--- src/rtl/fpu_pkg.sv ---
// -----------------------------------------------------------------------------
// fpu_pkg
// Shared definitions for the FPU normalisation slice: default mantissa and
// exponent widths, the default per-cycle shift bound, the scheduler state
// enum and the status-flag bundle carried alongside each result.
// -----------------------------------------------------------------------------
package fpu_pkg;

  localparam int MANT_W_DEF = 25;
  localparam int EXP_W_DEF  = 8;
  localparam int STEP_DEF   = 4;

  typedef enum logic [1:0] {
    IDLE,
    NORM,
    DONE
  } state_t;

  typedef struct packed {
    logic zero;
    logic uflow;
    logic oflow;
  } status_t;

endpackage

--- src/rtl/norm_step.sv ---
// -----------------------------------------------------------------------------
// norm_step
// Purely combinational single normalisation step. Given the working mantissa
// and exponent it produces the values for the next cycle, whether the pair
// is finished, and the status flags raised on that final step.
//
// Ports:
//   i_mant    working mantissa (bit MANT_W-1 carry, bit MANT_W-2 hidden one)
//   i_exp     working biased exponent
//   o_mant    mantissa after this step
//   o_exp     exponent after this step
//   o_done    pair is finished after this step
//   o_status  zero / uflow / oflow raised by this step
// -----------------------------------------------------------------------------
module norm_step
  import fpu_pkg::*;
#(
  parameter int MANT_W = MANT_W_DEF,
  parameter int EXP_W  = EXP_W_DEF,
  parameter int STEP   = STEP_DEF
) (
  input  logic [MANT_W-1:0] i_mant,
  input  logic [EXP_W-1:0]  i_exp,
  output logic [MANT_W-1:0] o_mant,
  output logic [EXP_W-1:0]  o_exp,
  output logic              o_done,
  output status_t           o_status
);

  int w_lz;
  int w_shift;

  // Leading-zero count below the carry bit, measured from the hidden-one
  // position. Scanning upward lets the highest set bit win; an all-zero
  // field leaves the count at MANT_W-1, which the zero case handles first.
  always_comb begin
    w_lz = MANT_W - 1;
    for (int i = 0; i <= MANT_W - 2; i++) begin
      if (i_mant[i]) begin
        w_lz = MANT_W - 2 - i;
      end
    end
  end

  // The shift is bounded by the per-cycle limit and by the exponent, so the
  // exponent can never be driven below zero by the subtraction.
  always_comb begin
    w_shift = w_lz;
    if (w_shift > STEP) begin
      w_shift = STEP;
    end
    if (w_shift > int'(i_exp)) begin
      w_shift = int'(i_exp);
    end
  end

  // Decision order matters: zero beats carry beats already-normalised beats
  // shifting. A carry with a saturated exponent keeps the mantissa as is and
  // reports overflow instead of wrapping the exponent.
  always_comb begin
    o_mant   = i_mant;
    o_exp    = i_exp;
    o_done   = 1'b0;
    o_status = '0;
    if (i_mant == '0) begin
      o_mant        = '0;
      o_exp         = '0;
      o_done        = 1'b1;
      o_status.zero = 1'b1;
    end else if (i_mant[MANT_W-1]) begin
      if (&i_exp) begin
        o_status.oflow = 1'b1;
      end else begin
        o_mant = i_mant >> 1;
        o_exp  = i_exp + EXP_W'(1);
      end
      o_done = 1'b1;
    end else if (i_mant[MANT_W-2]) begin
      o_done = 1'b1;
    end else begin
      o_mant = i_mant << w_shift;
      o_exp  = i_exp - EXP_W'(w_shift);
      if (o_mant[MANT_W-2]) begin
        o_done = 1'b1;
      end else if (o_exp == '0) begin
        o_done         = 1'b1;
        o_status.uflow = 1'b1;
      end
    end
  end

endmodule

--- src/rtl/norm_scheduler.sv ---
// -----------------------------------------------------------------------------
// norm_scheduler
// Shared multi-cycle normalisation engine. Arbitrates round-robin between the
// add/sub path (requester 0) and the multiply path (requester 1), accepts one
// mantissa/exponent pair at a time, normalises it at most STEP positions per
// cycle and holds the result on a valid/ready output until consumed.
//
// Ports:
//   clk, rst_n                  clock, asynchronous active-low reset
//   i_reqN_valid / o_reqN_ready requester handshake (ready only in IDLE)
//   i_reqN_mant / i_reqN_exp    unnormalised pair from requester N
//   o_out_valid / i_out_ready   result handshake
//   o_out_mant / o_out_exp      normalised mantissa and adjusted exponent
//   o_out_src                   requester index of the held result
//   o_out_zero/uflow/oflow      status flags of the held result
// -----------------------------------------------------------------------------
module norm_scheduler
  import fpu_pkg::*;
#(
  parameter int MANT_W = MANT_W_DEF,
  parameter int EXP_W  = EXP_W_DEF,
  parameter int STEP   = STEP_DEF
) (
  input  logic              clk,
  input  logic              rst_n,
  input  logic              i_req0_valid,
  input  logic              i_req1_valid,
  output logic              o_req0_ready,
  output logic              o_req1_ready,
  input  logic [MANT_W-1:0] i_req0_mant,
  input  logic [MANT_W-1:0] i_req1_mant,
  input  logic [EXP_W-1:0]  i_req0_exp,
  input  logic [EXP_W-1:0]  i_req1_exp,
  output logic              o_out_valid,
  input  logic              i_out_ready,
  output logic [MANT_W-1:0] o_out_mant,
  output logic [EXP_W-1:0]  o_out_exp,
  output logic              o_out_src,
  output logic              o_out_zero,
  output logic              o_out_uflow,
  output logic              o_out_oflow
);

  state_t            r_state;
  state_t            w_nextState;
  logic              r_rrPrio;
  logic [MANT_W-1:0] r_mant;
  logic [EXP_W-1:0]  r_exp;
  logic              r_src;
  status_t           r_status;

  logic              w_grant0;
  logic              w_grant1;
  logic              w_accept;

  logic [MANT_W-1:0] w_stepMant;
  logic [EXP_W-1:0]  w_stepExp;
  logic              w_stepDone;
  status_t           w_stepStatus;

  norm_step #(
    .MANT_W (MANT_W),
    .EXP_W  (EXP_W),
    .STEP   (STEP)
  ) u_normStep (
    .i_mant   (r_mant),
    .i_exp    (r_exp),
    .o_mant   (w_stepMant),
    .o_exp    (w_stepExp),
    .o_done   (w_stepDone),
    .o_status (w_stepStatus)
  );

  // Round-robin grant: a lone requester always wins; with both valid the
  // priority bit picks the one that was not served last.
  always_comb begin
    w_grant0 = i_req0_valid && (!i_req1_valid || !r_rrPrio);
    w_grant1 = i_req1_valid && (!i_req0_valid ||  r_rrPrio);
    w_accept = (r_state == IDLE) && (w_grant0 || w_grant1);
  end

  // State register; reset abandons any in-flight pair immediately.
  always_ff @(posedge clk or negedge rst_n) begin
    if (!rst_n) begin
      r_state <= IDLE;
    end else begin
      r_state <= w_nextState;
    end
  end

  // Next-state logic.
  always_comb begin
    w_nextState = r_state;
    case (r_state)
      IDLE:    if (w_accept)    w_nextState = NORM;
      NORM:    if (w_stepDone)  w_nextState = DONE;
      DONE:    if (i_out_ready) w_nextState = IDLE;
      default: w_nextState = IDLE;
    endcase
  end

  // Output decode: ready is only ever offered while idle, valid only in DONE.
  always_comb begin
    o_req0_ready = (r_state == IDLE) && w_grant0;
    o_req1_ready = (r_state == IDLE) && w_grant1;
    o_out_valid  = (r_state == DONE);
  end

  // Working registers double as the output registers. They load on accept,
  // advance once per NORM cycle and freeze in DONE; the flags are dropped on
  // the transfer edge so a stale flag never accompanies the next result.
  always_ff @(posedge clk or negedge rst_n) begin
    if (!rst_n) begin
      r_mant   <= '0;
      r_exp    <= '0;
      r_src    <= 1'b0;
      r_status <= '0;
      r_rrPrio <= 1'b0;
    end else begin
      case (r_state)
        IDLE: begin
          if (w_accept) begin
            r_mant   <= w_grant1 ? i_req1_mant : i_req0_mant;
            r_exp    <= w_grant1 ? i_req1_exp  : i_req0_exp;
            r_src    <= w_grant1;
            r_status <= '0;
            r_rrPrio <= w_grant0;
          end
        end
        NORM: begin
          r_mant   <= w_stepMant;
          r_exp    <= w_stepExp;
          r_status <= w_stepStatus;
        end
        DONE: begin
          if (i_out_ready) begin
            r_status <= '0;
          end
        end
        default: begin
          r_status <= '0;
        end
      endcase
    end
  end

  assign o_out_mant  = r_mant;
  assign o_out_exp   = r_exp;
  assign o_out_src   = r_src;
  assign o_out_zero  = r_status.zero;
  assign o_out_uflow = r_status.uflow;
  assign o_out_oflow = r_status.oflow;

endmodule
--- config.mk ---
export PLATFORM = sky130hd
export DESIGN_NAME = norm_scheduler
export DESIGN_NICKNAME = d
export VERILOG_FILES = /design/src/rtl/fpu_pkg.sv /design/src/rtl/norm_step.sv /design/src/rtl/norm_scheduler.sv
export SDC_FILE = /design/constraint.sdc
export NUM_CORES = 1
export LEC_CHECK = 0
export ABC_AREA = 1
export CORE_ASPECT_RATIO = 1.5
export CORE_UTILIZATION = 55
export CTS_CLUSTER_DIAMETER = 120
export DETAILED_ROUTE_END_ITERATION = 8
export GPL_ROUTABILITY_DRIVEN = 0
export PLACE_DENSITY = 0.82
export SLEW_MARGIN = 25
export SYNTH_ARGS = -nofsm -noshare
export SYNTH_HDL_FRONTEND = slang
export SYNTH_HIERARCHICAL = 1
export SYNTH_SLANG_ARGS = --single-unit
--- constraint.sdc ---
create_clock -name clk -period 13.9 [get_ports clk]
set_input_delay 3.475 -clock clk [delete_from_list [all_inputs] [get_ports clk]]
set_output_delay 3.475 -clock clk [all_outputs]
set_load 0.02 [all_outputs]
-- Word-level counts from Yosys, hierarchy flattened
Cells that the tools add are included.
- add/subtract/negate cells: 2
- order comparisons: 2
- equality and inequality tests: 7
- shift operators: 1
- mux-type cells: 59
- reductions and logical operators: 22
- operators by type and width (operator ; count):
    32-bit two-way mux ; 25
    25-bit two-way mux ; 6
    25-bit one-hot mux with 2 select lines ; 1
    8-bit two-way mux ; 6
    32-bit by 4-bit > comparator with 1-bit output, second input constant ; 1
    32-bit by 9-bit > comparator with 1-bit output ; 1
    25-bit by 32-bit left shift with 25-bit output ; 1
    25-bit logical NOT ; 1
    8-bit one-hot mux with 2 select lines ; 1
    1-bit two-way mux ; 11
    3-bit one-hot mux with 3 select lines ; 1
    8-bit by 1-bit adder with 8-bit output, second input constant ; 1
    8-bit logical NOT ; 1
    2-bit two-way mux ; 4
    4-bit by 3-bit != test with 1-bit output, second input constant ; 2
    8-bit AND reduction ; 1
    8-bit subtractor ; 1
    3-bit two-way mux ; 2
    2-bit one-hot mux with 3 select lines ; 1
    2-bit AND reduction ; 3
    3-bit AND reduction ; 2
    1-bit logical AND ; 5
    4-bit two-way mux ; 1
    2-bit by 1-bit != test with 1-bit output, second input constant ; 2
    8 further kinds ; 12
- bits in registers: 40
- input port bits: 71
- output and inout bits: 40
- word-level logic and storage cells: 103

-- Logic depth before layout (Yosys ltp)
- depth in word-level cells: 37
- gate-level depth with buffers: 49
- depth with buffers taken out: 48

-- By module
The synthesis kept the hierarchy.
- by module, submodules not included (module ; instances ; cells each ; area each (um^2) ; sequential area each (um^2)):
    norm_step ; 1 ; 573 ; 2867.8 ; 0.0
    norm_scheduler ; 1 ; 364 ; 2414.8 ; 1001.0

-- Worst setup path before layout
OpenSTA, ideal clock, no wires.
- path kind: in2out
- from: input i_req1_valid
- to: output o_req1_ready
- arrival: 4.167 ns
- required time: 10.425 ns
- path slack: 6.258 ns
- cell stages on the path: 4
- buffers on the path: 2
- cells stage by stage: buf_4 -> clkbuf_1 -> nand3_1 -> inv_1
- word-level cells in the longest chain between the ends: 2
- ends and longest elaborated chain (element ; RTL line ; text):
    from (decl) ; norm_scheduler.sv:27 ; input logic i_req1_valid,
    1-bit logical AND ; norm_scheduler.sv:78 ; w_grant1 = i_req1_valid && (!i_req0_valid || r_rrPrio);
    1-bit logical AND ; norm_scheduler.sv:105 ; o_req1_ready = (r_state == IDLE) && w_grant1;
    to (decl) ; norm_scheduler.sv:29 ; output logic o_req1_ready,
Every way passes these cells.

-- Worst setup path after layout
Ends and elaborated chain as after synthesis.

==> flow_summary.yaml <==
sta:
  maxClockFrequency_mhz: 111
  rsz0062_at_grt: "false"
  slew_headroom_pct: 33.5
  min_period_over_period_pct: 64.7
  skew_ns: 0.00501
  worst_slew_pin_slew_ns: 0.996
  hold_viol_final: 0
  tns_ns: 0
  setup_violations: 0
  period_needed_ns: 9.00
  slew_viol_final: 0
floorplanning:
  core_area_um2: 9310
  fp.dieArea_um2: 10000
  die_y_um: 122
  start_util_pct: 56.8
  die_x_um: 82.0
  ioPinCount: 111
  rows: 43
worst_setup_path:
  crit_type: "input pin to output port"
  end_kind: "output port"
  reg2reg_depth: 42
  r2r_start: "o_out_mant[2]"
  reg2reg_setup_slack_ns: 7.31
  required_ns: 10.43
  critPathLaunchType: "input pin"
  worstPathArrival_ns: 5.52
  critPathMaxFanout: 20
  r2r_end: "o_out_exp[6]"
layout:
  mostFrequentLayoutCells: "301 x nand2_1, 210 x nand3_1, 109 x clkdlybuf4s50_1, 88 x nor2_1, 56 x a21oi_1"
  layoutNonFillerInstCount: 1118
  mostFrequentLayoutCell: "nand2_1"
  areaGrowthSynthToFinish_pct: 21.8
  num_antenna_cells: 0
  drive_gt1_share_pct: 4.27
  nets: 1089
min_path:
  min_to: "o_out_uflow"
  holdPathStages: 2
  holdCritPathClass: "flip-flop to flip-flop"
  holdCritStartpoint: "o_out_uflow"
run:
  max_cap_viol_count: 0
global_routing:
  grt_overflow: 0
  grt_max_degree: 67
  antenna_found_initial: 0
  grt_pass1_wl_um: 28000
  grt_pass1_vias: 5842
  grt_usage_pct: 35.7
cts:
  tritoncts: "yes"
  root_buffer: "clkbuf_16"
  clk_path_buf_depth: 2
  cts_resized: 0
  clkLatencyLatePin_ns: 0.28
  cts_max_level: 2
  cts_setup_buffers: 0
  clock_sinks: 40
  cts_buffers: 5
  postCtsHoldBufs: 0
  path_clk_slew_ns: 0.06
drt:
  wl_per_cell_um: 15.5
  drtIter0Drc: 721
  detail_route.drc_violations: 0
  wl_um: 17400
  viasPerCell: 6.01
  dr.pass1.iters: 6
  ant_nets: 0
  vias: 6722
synth:
  synthSimpleGateAreaFrac_pct: 52.9
  postSynthAreaPerCell_um2: 5.64
  synth_seq_cells: 40
  ys_seq_area_share_pct: 18.9
  ys_warn_count: 6
  synthesis.area_um2: 5280
  synthXorXnorAreaFrac_pct: 1.49
  muxShareOfSynthArea_pct: 0
  synthFlopType: "dfrtp_1"
  synth_top_family_by_area: "simple AND/OR/NAND/NOR gates"
  ys_types: 46
  synth_compound_area_share_pct: 12.9
  synthAdderAreaFrac_pct: 3.22
  async_flop_share_pct: 100
  netlist_instances: 937
  synth_edf_count: 0
placed_design:
  dpl.cell_count: 1110
  dpl.hpwl_um: 12800
  port_buffers: 110
outcome:
  outcome: "finished clean"
==> registers in the layout, summed over array words and instances, names as in the netlist <==
name,count
o_out_oflow,1
r_rrPrio,1
o_out_exp,8
r_state,2
o_out_zero,1
o_out_uflow,1
o_out_src,1
o_out_mant,25
==> how the worst max path moves through the flow <==
| stage | slack (ns) | from | to |
|---|---|---|---|
| 3_5_place_dp | 4.92 | i_req1_valid | o_req1_ready |
| 5_1_grt | 4.74 | i_req1_valid | o_req1_ready |
| 6_report | 4.90 | i_req1_valid | o_req1_ready |
| 3_3_place_gp | 4.94 | i_req1_valid | o_req1_ready |
| 2_1_floorplan | 6.26 | i_req1_valid | o_req1_ready |
| 4_1_cts | 4.91 | i_req1_valid | o_req1_ready |
==> area by class of cell <==
class / instances / area [um^2]
clock buffer: 6 / 129
fill: 895 / 2880
sequential: 40 / 1000
clock inverter: 2 / 35.0
timing repair buffer: 115 / 1130
tap: 112 / 140
multi-input combinational: 781 / 3760
inverter: 62 / 233
==> cell usage after synthesis, types with 2 or more instances <==
| cell | n | area share [%] |
|---|---|---|
| a211oi_1 | 3 | 0.43 |
| a221oi_1 | 2 | 0.33 |
| o211ai_1 | 6 | 0.85 |
| a21oi_1 | 56 | 5.3 |
| nor4_1 | 4 | 0.47 |
| buf_6 | 10 | 2.1 |
| inv_1 | 54 | 3.8 |
| o21ai_1 | 5 | 0.47 |
| nand2_2 | 9 | 1.1 |
| nand3_1 | 210 | 20 |
| a31oi_1 | 3 | 0.36 |
| o21ai_0 | 14 | 1.3 |
| o221ai_1 | 4 | 0.66 |
| nor2_1 | 89 | 6.3 |
| nand4_1 | 6 | 0.71 |
| inv_2 | 5 | 0.36 |
| buf_4 | 3 | 0.43 |
| nand3_2 | 4 | 0.76 |
| buf_1 | 2 | 0.14 |
| o22ai_1 | 19 | 2.3 |
| clkinv_1 | 3 | 0.21 |
| nand2_1 | 302 | 21 |
| buf_2 | 14 | 1.3 |
| nor2_2 | 2 | 0.24 |
| dfrtp_1 | 40 | 19 |
| xor2_1 | 8 | 1.3 |
| clkbuf_1 | 25 | 1.8 |
| ha_1 | 12 | 2.8 |
| nor3_1 | 6 | 0.57 |
==> worst max-delay path, stage by stage <==
cell and delay [ns]:
clkdlybuf4s50_1 0.89, buf_4 0.34, nand3_1 0.12, inv_1 0.09, clkdlybuf4s50_1 0.60
==> kinds of logic (layout without fill, tap and decap cells) <==
logic type | Yosys count | count (layout)
other cells | 1 | 2
flops | 40 | 40
fa+ha+maj | 13 | 13
xor+xnor | 9 | 9
buf+inv | 117 | 185
simple gates | 639 | 639
compound gates | 118 | 118
==> through the flow <==
| stage | cell area (um^2) | worst slack (ns) | hold WS [ns] | util [%] |
|---|---|---|---|---|
| 2_1_floorplan | 5290 | 6.26 | 0.535 | - |
| 3_3_place_gp | 6240 | 4.94 | 0.464 | 67.0 |
| 3_5_place_dp | 6260 | 4.92 | 0.464 | 67.2 |
| 4_1_cts | 6420 | 4.91 | 0.484 | 69.0 |
| 5_1_grt | 6430 | 4.74 | 0.511 | 69.1 |
| 6_report | 6430 | 4.90 | 0.480 | 69.1 |
==> per-layer routing <==
layer  up-vias  track usage [%]  routed length [um]
li1       3280                -                   -
met5         -                0                   0
met1      3016             48.2                7200
met3        52             3.15                1400
met4         0             15.2                 658
met2       374             57.3                8090
Power is not shown: default switching activity piles up to over one toggle a cycle in this logic, so the estimate is an artifact.
